<file path="config.mk">
export PLATFORM = sky130hd
export DESIGN_NAME = bitblade_serial_mac
export DESIGN_NICKNAME = d
export VERILOG_FILES = /design/src/rtl/bitblade_pkg.sv /design/src/rtl/bitblade_slice_mul.sv /design/src/rtl/bitblade_serial_mac.sv
export SDC_FILE = /design/constraint.sdc
export NUM_CORES = 1
export LEC_CHECK = 0
export CAP_MARGIN = 40
export CORE_MARGIN = 2
export CORE_UTILIZATION = 44
export CTS_CLUSTER_SIZE = 25
export DETAILED_ROUTE_END_ITERATION = 10
export GPL_ROUTABILITY_DRIVEN = 0
export PLACE_DENSITY = 0.77
export SLEW_MARGIN = 20
export SYNTH_ARGS = -nofsm -noshare
export SYNTH_HDL_FRONTEND = slang
export SYNTH_SLANG_ARGS = --single-unit
</file>
<file path="constraint.sdc">
create_clock -name clk -period 6.4 [get_ports clk]
set_input_delay 1.28 -clock clk [delete_from_list [all_inputs] [get_ports clk]]
set_output_delay 1.28 -clock clk [all_outputs]
set_load 0.01 [all_outputs]
</file>
<file path="src/rtl/bitblade_pkg.sv">
// Shared definitions for the BitBlade serial MAC: precision codes, FSM states,
// and the slice-count helper.
package bitblade_pkg;

    localparam logic [1:0] PREC_2 = 2'b00;
    localparam logic [1:0] PREC_4 = 2'b01;
    localparam logic [1:0] PREC_8 = 2'b10;

    typedef enum logic [1:0] {
        IDLE = 2'b00,
        CALC = 2'b01,
        DONE = 2'b10
    } state_t;

    // Code 2'b11 is reserved and treated as 8-bit.
    function automatic int unsigned slices_of(input logic [1:0] prec);
        case (prec)
            PREC_2:  return 1;
            PREC_4:  return 2;
            default: return 4;
        endcase
    endfunction

endpackage

</file>
<file path="src/rtl/bitblade_slice_mul.sv">
// 2b x 2b slice multiplier with per-operand sign flags, built as a 3x3
// Baugh-Wooley array over sign-extended slices; 6-bit signed product.
module bitblade_slice_mul (
    input  logic              i_a,
    input  logic [1:0]        i_a_sl,
    input  logic              i_b,
    input  logic [1:0]        i_b_sl,
    output logic signed [5:0] o_p
);
    logic [2:0]      w_a3;
    logic [2:0]      w_b3;
    logic [5:0]      w_sum;
    logic [2:0][2:0] w_pp;

    assign w_a3 = {i_a_sl[1] & i_a, i_a_sl};
    assign w_b3 = {i_b_sl[1] & i_b, i_b_sl};

    // Partial products touching exactly one sign bit are inverted; the
    // constant 40 (2^5 + 2^3) completes the Baugh-Wooley correction.
    always_comb begin
        w_sum = 6'd40;
        for (int i = 0; i < 3; i++) begin
            for (int j = 0; j < 3; j++) begin
                w_pp[i][j] = ((i == 2) != (j == 2)) ? ~(w_a3[i] & w_b3[j])
                                                    :  (w_a3[i] & w_b3[j]);
                w_sum = w_sum + ({5'b0, w_pp[i][j]} << (i + j));
            end
        end
    end

    assign o_p = $signed(w_sum);

endmodule

</file>
<file path="src/rtl/bitblade_serial_mac.sv">
// Precision-reconfigurable serial MAC: one 2b x 2b slice product per cycle.
// Define BITBLADE_MAC_SAT_EN for saturating accumulation with a sticky sat_flag.
module bitblade_serial_mac
    import bitblade_pkg::*;
#(
    parameter int MAX_BITS = 8,
    parameter int ACC_W    = 24
) (
    input  logic                clk,
    input  logic                rst_n,
    input  logic                in_valid,
    output logic                in_ready,
    input  logic [MAX_BITS-1:0] act,
    input  logic [MAX_BITS-1:0] wgt,
    input  logic [1:0]          prec,
    input  logic                sign_i,
    input  logic                sign_w,
    input  logic                acc_clr,
    output logic                out_valid,
    input  logic                out_ready,
    output logic [ACC_W-1:0]    result,
    output logic                sat_flag
);
    localparam int SMAX = MAX_BITS / 2;
    localparam int CW   = (SMAX > 1) ? $clog2(SMAX) : 1;
    localparam int SW   = ACC_W + 2;
    localparam logic signed [SW-1:0] ACC_MAX = {3'b000, {(ACC_W-1){1'b1}}};
    localparam logic signed [SW-1:0] ACC_MIN = {3'b111, {(ACC_W-1){1'b0}}};
`ifdef BITBLADE_MAC_SAT_EN
    localparam bit SAT_EN = 1'b1;
`else
    localparam bit SAT_EN = 1'b0;
`endif

    state_t                   r_state;
    logic [MAX_BITS-1:0]      r_act, r_wgt;
    logic [CW-1:0]            r_i, r_j, r_last;
    logic                     r_sgn_i, r_sgn_w;
    logic signed [ACC_W-1:0]  r_acc;
    logic                     r_sat;

    int unsigned              w_s;
    logic [CW-1:0]            w_last;
    logic [1:0]               w_a_sl, w_b_sl;
    logic signed [5:0]        w_pp;
    logic [CW:0]              w_ij;
    logic signed [SW-1:0]     w_term, w_sum;
    logic                     w_hi, w_lo, w_clamp;
    logic [ACC_W-1:0]         w_next;

    always_comb begin
        w_s = slices_of(prec);
        if (w_s > SMAX) w_s = SMAX;
        w_last = CW'(w_s - 1);
    end

    assign w_a_sl = r_act[{r_i, 1'b0} +: 2];
    assign w_b_sl = r_wgt[{r_j, 1'b0} +: 2];

    // Only the most significant slice of a signed operand carries the sign.
    bitblade_slice_mul u_mul (
        .i_a    (r_sgn_i && (r_i == r_last)),
        .i_a_sl (w_a_sl),
        .i_b    (r_sgn_w && (r_j == r_last)),
        .i_b_sl (w_b_sl),
        .o_p    (w_pp)
    );

    // Two guard bits keep the shifted term and the sum exact for clamping.
    assign w_ij    = {1'b0, r_i} + {1'b0, r_j};
    assign w_term  = SW'(w_pp) <<< {w_ij, 1'b0};
    assign w_sum   = SW'(r_acc) + w_term;
    assign w_hi    = w_sum > ACC_MAX;
    assign w_lo    = w_sum < ACC_MIN;
    assign w_clamp = SAT_EN && (w_hi || w_lo);
    assign w_next  = !w_clamp ? w_sum[ACC_W-1:0] :
                     w_hi     ? ACC_MAX[ACC_W-1:0] : ACC_MIN[ACC_W-1:0];

    always_ff @(posedge clk or negedge rst_n) begin
        if (!rst_n) begin
            r_state <= IDLE;
            r_act   <= '0;
            r_wgt   <= '0;
            r_i     <= '0;
            r_j     <= '0;
            r_last  <= '0;
            r_sgn_i <= 1'b0;
            r_sgn_w <= 1'b0;
            r_acc   <= '0;
            r_sat   <= 1'b0;
        end else begin
            case (r_state)
                IDLE: if (in_valid) begin
                    r_act   <= act;
                    r_wgt   <= wgt;
                    r_last  <= w_last;
                    r_sgn_i <= sign_i;
                    r_sgn_w <= sign_w;
                    r_i     <= '0;
                    r_j     <= '0;
                    if (acc_clr) begin
                        r_acc <= '0;
                        r_sat <= 1'b0;
                    end
                    r_state <= CALC;
                end
                CALC: begin
                    r_acc <= w_next;
                    if (w_clamp) r_sat <= 1'b1;
                    if (r_i == r_last) begin
                        r_i <= '0;
                        if (r_j == r_last) begin
                            r_j     <= '0;
                            r_state <= DONE;
                        end else begin
                            r_j <= r_j + 1'b1;
                        end
                    end else begin
                        r_i <= r_i + 1'b1;
                    end
                end
                DONE: if (out_ready) r_state <= IDLE;
                default: r_state <= IDLE;
            endcase
        end
    end

    assign in_ready  = (r_state == IDLE);
    assign out_valid = (r_state == DONE);
    assign result    = r_acc;
    assign sat_flag  = r_sat;

endmodule

</file>
==> metrics <==
status complete, no violations; vias per std cell 5.95; kind of end point of the critical path flop; number of cell rows 34; final-report hold violation count 0; timing-limited maximum frequency 178 MHz; initial detailed-routing violation count 151; via total after detailed routing 3415; Yosys reg bits 50; via count of the first global-routing pass 3508; sum of negative setup slack 0 ps; remaining max-slew budget at the tightest pin 56.0%; Pins Over Slew Limit 0; clock latency at the later pin of the worst-skew pair 320 ps; total of endpoints with negative setup slack in the final report 0; top fanout value on the critical path 7; final wirelength 9.18 mm; post-synthesis async set-or-reset flop share 100%; Sinks on Clock Net 50; path type of the worst min-delay path reg2reg; skew final 12.7 ps; Tmin final 5630 ps; area growth from synthesis to layout 18.2%; number of warnings issued by yosys 0; Post-synth top flop dfrtp_1; Cells after Synth 426; sum of overflow across all layers after global routing 0; net count of the finished layout 524; Post-Layout Cell Count 574; I/O pin count 52; residual antenna-violating net count after detailed routing 0; area of the placeable core 8590 um2; half-perimeter wire length after detailed placement 7.22 mm; Die Outline Area 9480 um2; root buffer cell clkbuf_8; average routed wire per standard cell 16.0 um; Hold WS 514 ps; Mapped Avg Cell Area 9.01 um2; width of the chip 97.4 um; maximum level of the CTS H-tree 2; number of setup buffers added after CTS 0; CTS Buf Count 5; Initial Utilization 44.6%; number of nets produced by synthesis 485; Worst Tran Pin Value 659 ps; register area share after synthesis 32.6%; Worst EP required 6620 ps; number of antenna violations at the first check in global routing 0; post-synth cell types 56; clock tree buffer depth 2; startpoint types flop; Max-Cap Viols 0; fraction of final layout cells sized beyond drive strength 1 10.5%; buffers added on ports 50; die height 97.4 um; CTS resizes 0; category of the critical setup timing path reg2reg; arrival time reported for the critical path endpoint 5850 ps; DRC violations left 0; maximum number of pins on one net before global-route repair 31; hold bufs inserted after CTS 0; clock transition at the register clock pins on the worst setup and hold paths after CTS 110 ps; netlist area before placement 3840 um2; number of enable-type register cells in the synthesized netlist 0; first-pass GRT wire length 16.2 mm; global router's overall resource usage 20.3%; placed insts 566; CTS tree done; setup repair after global routing missed its margin false; number of detailed-route iterations in the first pass 4; total inserted antenna cells 0; period utilisation layout 88.0%
==> logic make-up after synthesis <==
group	Yosys count	synth area share [%]
AO/OA/AOI/OAI	132	22.5
XOR/XNOR	18	4.11
adder cells (fa/ha/maj)	34	11.9
buffers and inverters	37	3.72
flip-flops	50	32.6
multiplexers	30	9.82
other	1	0.0978
AND/OR/NAND/NOR	124	15.3
==> synthesized netlist by cell type, types with 11 or more instances <==
cell / n / area share, %
a21oi_1: 33 / 4.3
o21ai_0: 36 / 4.7
ha_1: 30 / 9.8
xor2_1: 11 / 2.5
nor2_1: 29 / 2.8
inv_1: 14 / 1.4
dfrtp_1: 50 / 33
mux2_2: 21 / 6.2
clkbuf_1: 20 / 2.0
nand2_1: 40 / 3.9
==> worst max-delay path, stage by stage, from the launching register on <==
cell and delay [ps]:
dfrtp_1 540, mux4_2 570, and2_1 170, and3_1 200, fa_1 530, inv_1 40
ha_1 220, fa_1 390, xor2_1 320, mux2i_1 180, nor2_1 120, a21oi_1 70
nor2_1 130, ha_1 280, a21o_1 220, a221o_1 450, a311oi_2 380, nor3_1 120
or3_1 360, a32o_1 250
==> cells in the final DEF (no fill, tap or decap), drive strengths merged, types with 6 or more instances in the layout <==
cell	instances
a21o	11
mux2	21
nor2	29
o21ai	37
xnor2	7
a31oi	6
inv	16
nor3	10
nand2	40
xor2	11
clkdlybuf4s50	49
a211oi	9
dfrtp	50
nand3	10
ha	30
a21oi	33
==> registers in the layout (all words and copies together), names as in the netlist, 2 cells and up <==
signal	cells
r_last	2
r_state	2
r_wgt	8
r_i	2
result	24
r_act	8
r_j	2
==> metrics by stage <==
| stage | area (um2) | utilization, % | setup WS [ps] |
|---|---|---|---|
| 5_1_grt | 4540 | 52.8 | 418 |
| 2_1_floorplan | 3840 | - | 1090 |
| 3_5_place_dp | 4440 | 51.6 | 787 |
| 3_3_place_gp | 4390 | 51.1 | 998 |
| 4_1_cts | 4540 | 52.8 | 793 |
| 6_report | 4540 | 52.8 | 770 |
==> cell type report <==
class	instances	area, um2
repair buffers	54	553
multi-input cells	339	2440
clock inverters	3	28.8
inverters	15	56.3
clock buffers	5	68.8
well taps	108	135
flip-flops and latches	50	1250
fillers	773	4060
==> worst paths after layout <==
check	endpoint	slack, ps	start	cells after the start
max	result[20]$_DFFE_PN0P_	770	r_j[0]$_DFFE_PN0P_	19
min	r_wgt[0]$_DFFE_PN0P_	510	r_wgt[0]$_DFFE_PN0P_	1
max reg2reg	result[20]$_DFFE_PN0P_	770	r_j[0]$_DFFE_PN0P_	19
min reg2reg	r_wgt[0]$_DFFE_PN0P_	510	r_wgt[0]$_DFFE_PN0P_	1
max in group asynchronous	r_act[6]$_DFFE_PN0P_	4950	rst_n	2
min in group asynchronous	result[11]$_DFFE_PN0P_	910	rst_n	1
==> metal layers <==
| layer | routed length, um | vias to the layer above | global-route usage, % | share of wire [%] |
|---|---|---|---|---|
| met4 | 111 | 0 | 5.02 | 1.2 |
| li1 | - | 1645 | - | - |
| met3 | 485 | 14 | 4.17 | 5.3 |
| met5 | 0 | - | 0 | 0 |
| met2 | 4630 | 98 | 36.6 | 50 |
| met1 | 3960 | 1658 | 24.7 | 43 |
Power is left out: the tool's default activity adds up to more than one toggle a clock period on the data nets, which glitch-free logic cannot reach.
